--- config.mk ---
export PLATFORM = sky130hd
export DESIGN_NAME = multicycle_ctrl
export DESIGN_NICKNAME = d
export VERILOG_FILES = /design/src/rtl/multicycle_ctrl.sv
export SDC_FILE = /design/constraint.sdc
export NUM_CORES = 1
export LEC_CHECK = 0
export CAP_MARGIN = 0
export CORE_MARGIN = 3
export CORE_UTILIZATION = 25
export DETAILED_ROUTE_END_ITERATION = 10
export DONT_BUFFER_PORTS = 1
export GPL_TIMING_DRIVEN = 0
export HOLD_SLACK_MARGIN = 0.15
export MAX_ROUTING_LAYER = met4
export PLACE_DENSITY = 0.48
export SETUP_SLACK_MARGIN = 0.15
export SLEW_MARGIN = 30
export SYNTH_ARGS = -nofsm -noshare
export SYNTH_HDL_FRONTEND = slang
export SYNTH_SLANG_ARGS = --single-unit
--- constraint.sdc ---
create_clock -name clk -period 2.58 [get_ports clk]
set_input_delay 0.645 -clock clk [delete_from_list [all_inputs] [get_ports clk]]
set_output_delay 0.645 -clock clk [all_outputs]
set_load 0.005 [all_outputs]
--- src/rtl/multicycle_ctrl.sv ---
`timescale 1ns/1ps
`default_nettype none
// ============================================================================
//  Module      : multicycle_ctrl
//  Description : Multicycle control FSM for the RFplusALU datapath. Decodes
//                the opcode Ins[15:11] and steps FETCH/DECODE/EXE/MEM/WB,
//                driving the RF, ALU, PC and data-memory strobes.
//                Optional build macro MCTRL_PERF_EN adds the InstCnt and
//                CycleCnt performance counter outputs.
//  Revision    : 1.0 - initial release
// ============================================================================
module multicycle_ctrl #(
    parameter int MEM_WAIT_MAX = 15,
    parameter int PERF_W       = 16
) (
    input  logic              clk,
    input  logic              Reset,
    input  logic [15:0]       Ins,
    input  logic              MemReady,
    output logic              IRload,
    output logic              PCload,
    output logic [1:0]        PCsel,
    output logic              MemRd,
    output logic              MemWr,
    output logic              WBRF,
    output logic              WBresource,
    output logic              RBresource,
    output logic              OprandB,
    output logic              LI,
    output logic              Buff_IDEXE,
    output logic              PSW_C,
    output logic              ALUop,
    output logic              Flag,
    output logic              PSWload,
    output logic              OutRload,
    output logic              Halted,
    output logic              IllegalOp,
    output logic              BusErr,
`ifdef MCTRL_PERF_EN
    output logic [PERF_W-1:0] InstCnt,
    output logic [PERF_W-1:0] CycleCnt,
`endif
    output logic [2:0]        State
);

    typedef enum logic [2:0] {
        S_FETCH  = 3'd0,
        S_DECODE = 3'd1,
        S_EXE    = 3'd2,
        S_MEM    = 3'd3,
        S_WB     = 3'd4,
        S_HALT   = 3'd5
    } state_t;

    localparam logic [4:0] c_OP_NOP    = 5'b00000;
    localparam logic [4:0] c_OP_LHI    = 5'b00001;
    localparam logic [4:0] c_OP_LLI    = 5'b00010;
    localparam logic [4:0] c_OP_LDR_RI = 5'b00011;
    localparam logic [4:0] c_OP_LDR_RR = 5'b00100;
    localparam logic [4:0] c_OP_STR_RI = 5'b00101;
    localparam logic [4:0] c_OP_STR_RR = 5'b00110;
    localparam logic [4:0] c_OP_ADD    = 5'b00111;
    localparam logic [4:0] c_OP_ADC    = 5'b01000;
    localparam logic [4:0] c_OP_SUB    = 5'b01001;
    localparam logic [4:0] c_OP_SBB    = 5'b01010;
    localparam logic [4:0] c_OP_CMP    = 5'b01011;
    localparam logic [4:0] c_OP_ADDI   = 5'b01100;
    localparam logic [4:0] c_OP_SUBI   = 5'b01101;
    localparam logic [4:0] c_OP_MOV    = 5'b01110;
    localparam logic [4:0] c_OP_JAL    = 5'b01111;
    localparam logic [4:0] c_OP_JR     = 5'b10000;
    localparam logic [4:0] c_OP_OUTR   = 5'b10001;
    localparam logic [4:0] c_OP_HLT    = 5'b11111;

    localparam int c_WAIT_W = (MEM_WAIT_MAX < 1) ? 1 : $clog2(MEM_WAIT_MAX + 1);
    localparam logic [c_WAIT_W-1:0] c_WAIT_LIM = c_WAIT_W'(MEM_WAIT_MAX);

    state_t              r_state;
    state_t              w_next;
    logic                r_run;      // low for the single idle cycle after reset release
    logic [4:0]          r_opc;      // opcode captured in DECODE for EXE/MEM/WB
    logic [c_WAIT_W-1:0] r_wait;
    logic                r_bus_err;
    logic [4:0]          w_op;
    logic                w_is_ldr;
    logic                w_is_str;
    logic                w_mem_timeout;
    logic                w_unused_ins;

    assign w_op          = Ins[15:11];
    assign w_unused_ins  = ^Ins[10:0];
    assign w_is_ldr      = (r_opc == c_OP_LDR_RI) || (r_opc == c_OP_LDR_RR);
    assign w_is_str      = (r_opc == c_OP_STR_RI) || (r_opc == c_OP_STR_RR);
    assign w_mem_timeout = (r_state == S_MEM) && !MemReady && (r_wait == c_WAIT_LIM);
    assign State         = r_state;
    assign BusErr        = r_bus_err;

    // State register, captured opcode and post-reset run flag
    always_ff @(posedge clk or negedge Reset) begin
        if (!Reset) begin
            r_state <= S_FETCH;
            r_run   <= 1'b0;
            r_opc   <= 5'd0;
        end else begin
            r_state <= w_next;
            r_run   <= 1'b1;
            if (r_state == S_DECODE) begin
                r_opc <= w_op;
            end
        end
    end

    // MEM wait counter (restarts at 0 on every MEM entry) and sticky bus error
    always_ff @(posedge clk or negedge Reset) begin
        if (!Reset) begin
            r_wait    <= '0;
            r_bus_err <= 1'b0;
        end else begin
            if (r_state == S_MEM) begin
                r_wait <= r_wait + c_WAIT_W'(1);
            end else begin
                r_wait <= '0;
            end
            if (w_mem_timeout) begin
                r_bus_err <= 1'b1;
            end
        end
    end

    // Next-state and Moore output decode
    always_comb begin
        w_next     = r_state;
        IRload     = 1'b0;
        PCload     = 1'b0;
        PCsel      = 2'd0;
        MemRd      = 1'b0;
        MemWr      = 1'b0;
        WBRF       = 1'b0;
        WBresource = 1'b0;
        RBresource = 1'b0;
        OprandB    = 1'b0;
        LI         = 1'b0;
        Buff_IDEXE = 1'b0;
        PSW_C      = 1'b0;
        ALUop      = 1'b0;
        Flag       = 1'b0;
        PSWload    = 1'b0;
        OutRload   = 1'b0;
        Halted     = 1'b0;
        IllegalOp  = 1'b0;
        case (r_state)
            S_FETCH: begin
                if (r_run) begin
                    IRload = 1'b1;
                    PCload = 1'b1;
                    w_next = S_DECODE;
                end
            end
            S_DECODE: begin
                w_next = S_FETCH;
                case (w_op)
                    c_OP_NOP: ;
                    c_OP_LHI: begin RBresource = 1'b1; Buff_IDEXE = 1'b1; w_next = S_WB; end
                    c_OP_LLI: begin LI = 1'b1; Buff_IDEXE = 1'b1; w_next = S_WB; end
                    c_OP_LDR_RI, c_OP_STR_RI, c_OP_ADDI, c_OP_SUBI: begin
                        OprandB = 1'b1; Buff_IDEXE = 1'b1; w_next = S_EXE;
                    end
                    c_OP_LDR_RR, c_OP_STR_RR, c_OP_ADD, c_OP_ADC,
                    c_OP_SUB, c_OP_SBB, c_OP_CMP: begin
                        Buff_IDEXE = 1'b1; w_next = S_EXE;
                    end
                    c_OP_MOV: begin Buff_IDEXE = 1'b1; w_next = S_WB; end
                    c_OP_JAL: begin WBRF = 1'b1; WBresource = 1'b1; PCload = 1'b1; PCsel = 2'd2; end
                    c_OP_JR:  begin RBresource = 1'b1; PCload = 1'b1; PCsel = 2'd1; end
                    c_OP_OUTR: begin Buff_IDEXE = 1'b1; OutRload = 1'b1; end
                    c_OP_HLT: w_next = S_HALT;
                    default:  IllegalOp = 1'b1;
                endcase
            end
            S_EXE: begin
                w_next = S_WB;
                // ALU code {PSW_C,ALUop,Flag}: ADD=100 ADC=101 SUB=010 SBB=011
                case (r_opc)
                    c_OP_LDR_RI, c_OP_LDR_RR, c_OP_STR_RI, c_OP_STR_RR: begin
                        PSW_C = 1'b1; w_next = S_MEM;
                    end
                    c_OP_ADD, c_OP_ADDI: begin PSW_C = 1'b1; PSWload = 1'b1; end
                    c_OP_ADC: begin PSW_C = 1'b1; Flag = 1'b1; PSWload = 1'b1; end
                    c_OP_SUB, c_OP_SUBI: begin ALUop = 1'b1; PSWload = 1'b1; end
                    c_OP_SBB: begin ALUop = 1'b1; Flag = 1'b1; PSWload = 1'b1; end
                    c_OP_CMP: begin ALUop = 1'b1; PSWload = 1'b1; w_next = S_FETCH; end
                    default:  w_next = S_FETCH;
                endcase
                RBresource = w_is_str;
            end
            S_MEM: begin
                MemRd = w_is_ldr;
                MemWr = w_is_str;
                // A MemReady on the limit cycle still counts as success
                if (MemReady) begin
                    w_next = w_is_ldr ? S_WB : S_FETCH;
                end else if (r_wait == c_WAIT_LIM) begin
                    w_next = S_FETCH;
                end
            end
            S_WB: begin
                WBRF       = 1'b1;
                WBresource = !w_is_ldr;
                w_next     = S_FETCH;
            end
            S_HALT: begin
                Halted = 1'b1;
            end
            default: w_next = S_FETCH;
        endcase
    end

`ifdef MCTRL_PERF_EN
    logic [PERF_W-1:0] r_inst_cnt;
    logic [PERF_W-1:0] r_cycle_cnt;

    // Instruction count on each FETCH->DECODE step, cycle count outside HALT
    always_ff @(posedge clk or negedge Reset) begin
        if (!Reset) begin
            r_inst_cnt  <= '0;
            r_cycle_cnt <= '0;
        end else begin
            if ((r_state == S_FETCH) && (w_next == S_DECODE)) begin
                r_inst_cnt <= r_inst_cnt + PERF_W'(1);
            end
            if (r_state != S_HALT) begin
                r_cycle_cnt <= r_cycle_cnt + PERF_W'(1);
            end
        end
    end

    assign InstCnt  = r_inst_cnt;
    assign CycleCnt = r_cycle_cnt;
`else
    localparam int c_unused_perf_w = PERF_W;
`endif

endmodule
`default_nettype wire

==> impl_metrics.json <==
{
  "cp_slowest_cell": "sky130_fd_sc_hd__or3_1",
  "worst-r2r-setup-slack_ps": 990,
  "timing.critical_path.buf_inv": 2,
  "period_minus_slack_ps": 2310,
  "cts-buffers-inserted": 3,
  "worstPathArrival_ps": 1660,
  "cp_top_family": "buffers and inverters",
  "worst_setup_path_start_kind": "primary input",
  "layout_worst_path_cycle_share_pct": 89.4,
  "drc_errors": 0,
  "grt_remaining_overflow": 0,
  "clkSinkCount": 14,
  "synth_top_flop_cell": "sky130_fd_sc_hd__dfrtp_1",
  "min_path_cells": 1,
  "grt_start_max_net_pins": 15,
  "synth.most_common_cell": "sky130_fd_sc_hd__nor2_1",
  "hpwl_mm": 1.98,
  "drv_slew": 0,
  "chipHeight_um": 69.4,
  "ctsHtreeMaxLevel": 1,
  "start_util_pct": 26.6,
  "mappedNetlistArea_um2": 1000,
  "yosysWarnings": 0,
  "first_global_vias": 881,
  "report.final.hold_viol_count": 0,
  "number_of_standard_cell_rows_in_the_floorplan": 22,
  "critical_path_peak_fanout": 10,
  "grt_first_pass_wirelength_mm": 4.41,
  "r2r_end": "r_opc[2]$_DFFE_PN0P_",
  "cts_tree": "done",
  "post_route_ant_nets": 0,
  "synth_largest_type_area_fraction_pct": 34.9,
  "min-delay-start": "r_wait[0]$_DFF_PN0_",
  "top_level_ports": 42,
  "cp-end-kind": "primary output",
  "maxClockFrequency_mhz": 434,
  "global_route.usage.total_pct": 11.7,
  "finalWirelength_mm": 2.59,
  "finish.cell_count_without_fillers": 176,
  "synth-edff-count": 0,
  "dr.pass1.iters": 4,
  "cp_cell_sequence": "clkbuf_1 > inv_1 > or3_1 > a21boi_1",
  "antenna_cells": 0,
  "cp_slowest_stage_delay_ps": 360,
  "final_net_count": 149,
  "yosys_cell_types": 43,
  "synth_xor_area_share_pct": 4.36,
  "synth_sequential_area_ratio_pct": 34.9,
  "placedCellCount": 168,
  "chipWidth_um": 69.4,
  "area_delta_synth_final_pct": 14.8,
  "dr.first_iter.drc_count": 18,
  "clock_tree.buffer_depth": 2,
  "required_ps": 1930,
  "synth.mux.area_fraction_pct": 4.49,
  "timing.final.setup_violations": 0,
  "synth-async-reset-ratio_pct": 100,
  "combinational_family_with_the_most_area_after_synthesis": "simple AND/OR/NAND/NOR gates",
  "grt_setup_unrepaired": "true",
  "routed_wire_length_per_instance_um": 14.7,
  "via_count": 898,
  "clock_tree_root_driver_cell": "sky130_fd_sc_hd__clkbuf_8",
  "clk_lat_worst_skew_ps": 240,
  "synth_simple_gate_area_share_pct": 30.3,
  "timing.rr.start": "State[0]$_DFFE_PN0P_",
  "timing.final.ws_setup_ps": 274,
  "netlist_top_cells_area": "sky130_fd_sc_hd__dfrtp_1, sky130_fd_sc_hd__nor2_1, sky130_fd_sc_hd__mux2_2, sky130_fd_sc_hd__nand2_1, sky130_fd_sc_hd__xor2_1",
  "peakVddDrop_mv": 0.253,
  "clkTransAtPathRegs_ps": 60,
  "setup-tns-final_ps": 0,
  "hold_end": "r_wait[0]$_DFF_PN0_",
  "placement.io_buffers": 0,
  "postSynthNetCount": 140,
  "power.density_cell_area_nw_per_um2": 984,
  "slew-limit-headroom_pct": 56.9,
  "die-area_um2": 4810,
  "viasPerCell": 5.10,
  "worstSetupPathType": "in2out",
  "max_slew.worst_pin.slew_ps": 644,
  "outcome": "finished, final reports clean",
  "synth_largest_area_cell": "sky130_fd_sc_hd__dfrtp_1",
  "final.fill_count": 403,
  "post_synth_inst_count": 120,
  "timing.max_cap.violations": 0,
  "coreArea_um2": 3770,
  "power.static_leakage_nw": 0.477,
  "synth-compound-area-share_pct": 18.5,
  "synth_adder_area_share_pct": 1.25,
  "skew_ps": 2.57,
  "antenna_found_initial": 0,
  "whs_ps": 470,
  "reg2regPathDepth": 4,
  "drive_gt1_share_pct": 15.6,
  "synth_common_cells": "sky130_fd_sc_hd__nor2_1, sky130_fd_sc_hd__dfrtp_1, sky130_fd_sc_hd__nand2_1",
  "synth_seq_cells": 14,
  "hp-class": "reg2reg",
  "gp_routability_congestion": 0.776,
  "place_ws_ps": 279,
  "post_synth.cell_area_avg_um2": 8.36
}
where the power goes:
part	internal, mW	switching, mW	total [mW]
Sequential	0.282	0.0639	0.346
Combinational	0.257	0.320	0.578
Clock	0.135	0.0754	0.210
placed cells by master, fill, tap and decap left out, drive strengths merged, types with 2 or more instances in the layout:
cell type | netlist | final
a21o | 2 | 2
nand2 | 10 | 10
o21ai | 3 | 3
o211ai | 2 | 2
o32a | 2 | 2
xor2 | 3 | 3
o311ai | 2 | 2
dfrtp | 14 | 14
or3 | 3 | 3
o22ai | 2 | 2
nand2b | 3 | 3
o221ai | 2 | 2
nand3 | 4 | 4
nor3b | 3 | 3
inv | 5 | 5
xnor2 | 2 | 2
buf | 3 | 6
clkbuf | 6 | 10
or2 | 2 | 2
mux2 | 4 | 4
nor3 | 5 | 5
a21oi | 5 | 5
nor2 | 17 | 17
worst max-delay path by stage:
stage	end	slack, ps	from	cells after the start
4_1_cts	WBresource	250	r_opc[1]$_DFFE_PN0P_	5
3_3_place_gp	OprandB	280	Ins[11]	4
6_report	OprandB	270	Ins[11]	4
2_1_floorplan	OprandB	410	Ins[11]	4
5_1_grt	Flag	140	State[2]$_DFFE_PN0P_	4
3_5_place_dp	OprandB	280	Ins[11]	4
metal layers:
metal | vias to the layer above | wire, um | GRT usage [%]
li1 | 443 | - | -
met1 | 432 | 1130 | 13.5
met2 | 21 | 1250 | 18.6
met3 | 2 | 197 | 5.07
met4 | 0 | 17 | 2.60
met5 | - | 0 | -
cell families after synthesis:
group,count (synthesis)
flip-flops,14
XOR/XNOR,5
other,1
AND/OR/NAND/NOR,55
AO/OA/AOI/OAI,26
buffers and inverters,14
multiplexers,4
adder cells (fa/ha/maj),1
state kept, by name, summed over array words and instances, names as in the netlist:
name,flops
r_run,1
r_wait,4
r_opc,5
State,3
BusErr,1
area by class of cell:
cell class	count	area (um^2)	share of cell area, %
Buffer	9	41.3	3.58
Clock buffer	4	55.1	4.78
Tap cell	48	60.1	5.21
Multi-Input combinational cell	92	594	51.6
Sequential cell	14	350	30.4
Inverter	5	18.8	1.63
Timing Repair Buffer	4	32.5	2.82
metrics by stage:
step | area (um^2) | util, % | total power [mW]
after floorplan | 1000 | - | 0.766
after global placement | 1060 | 28.2 | 0.869
after detailed placement | 1060 | 28.2 | 0.877
after CTS | 1150 | 30.5 | 1.14
after global routing | 1150 | 30.6 | 1.24
final | 1150 | 30.6 | 1.13
what timing repair did:
item	in CTS	in global routing
gates resized for setup	0	2
hold buffers	1	0
setup endpoints to repair	4	3
pin swaps	0	0
hold endpoints to repair	14	0
buffers inserted	3	0
Power figures use the tool's default switching activity.
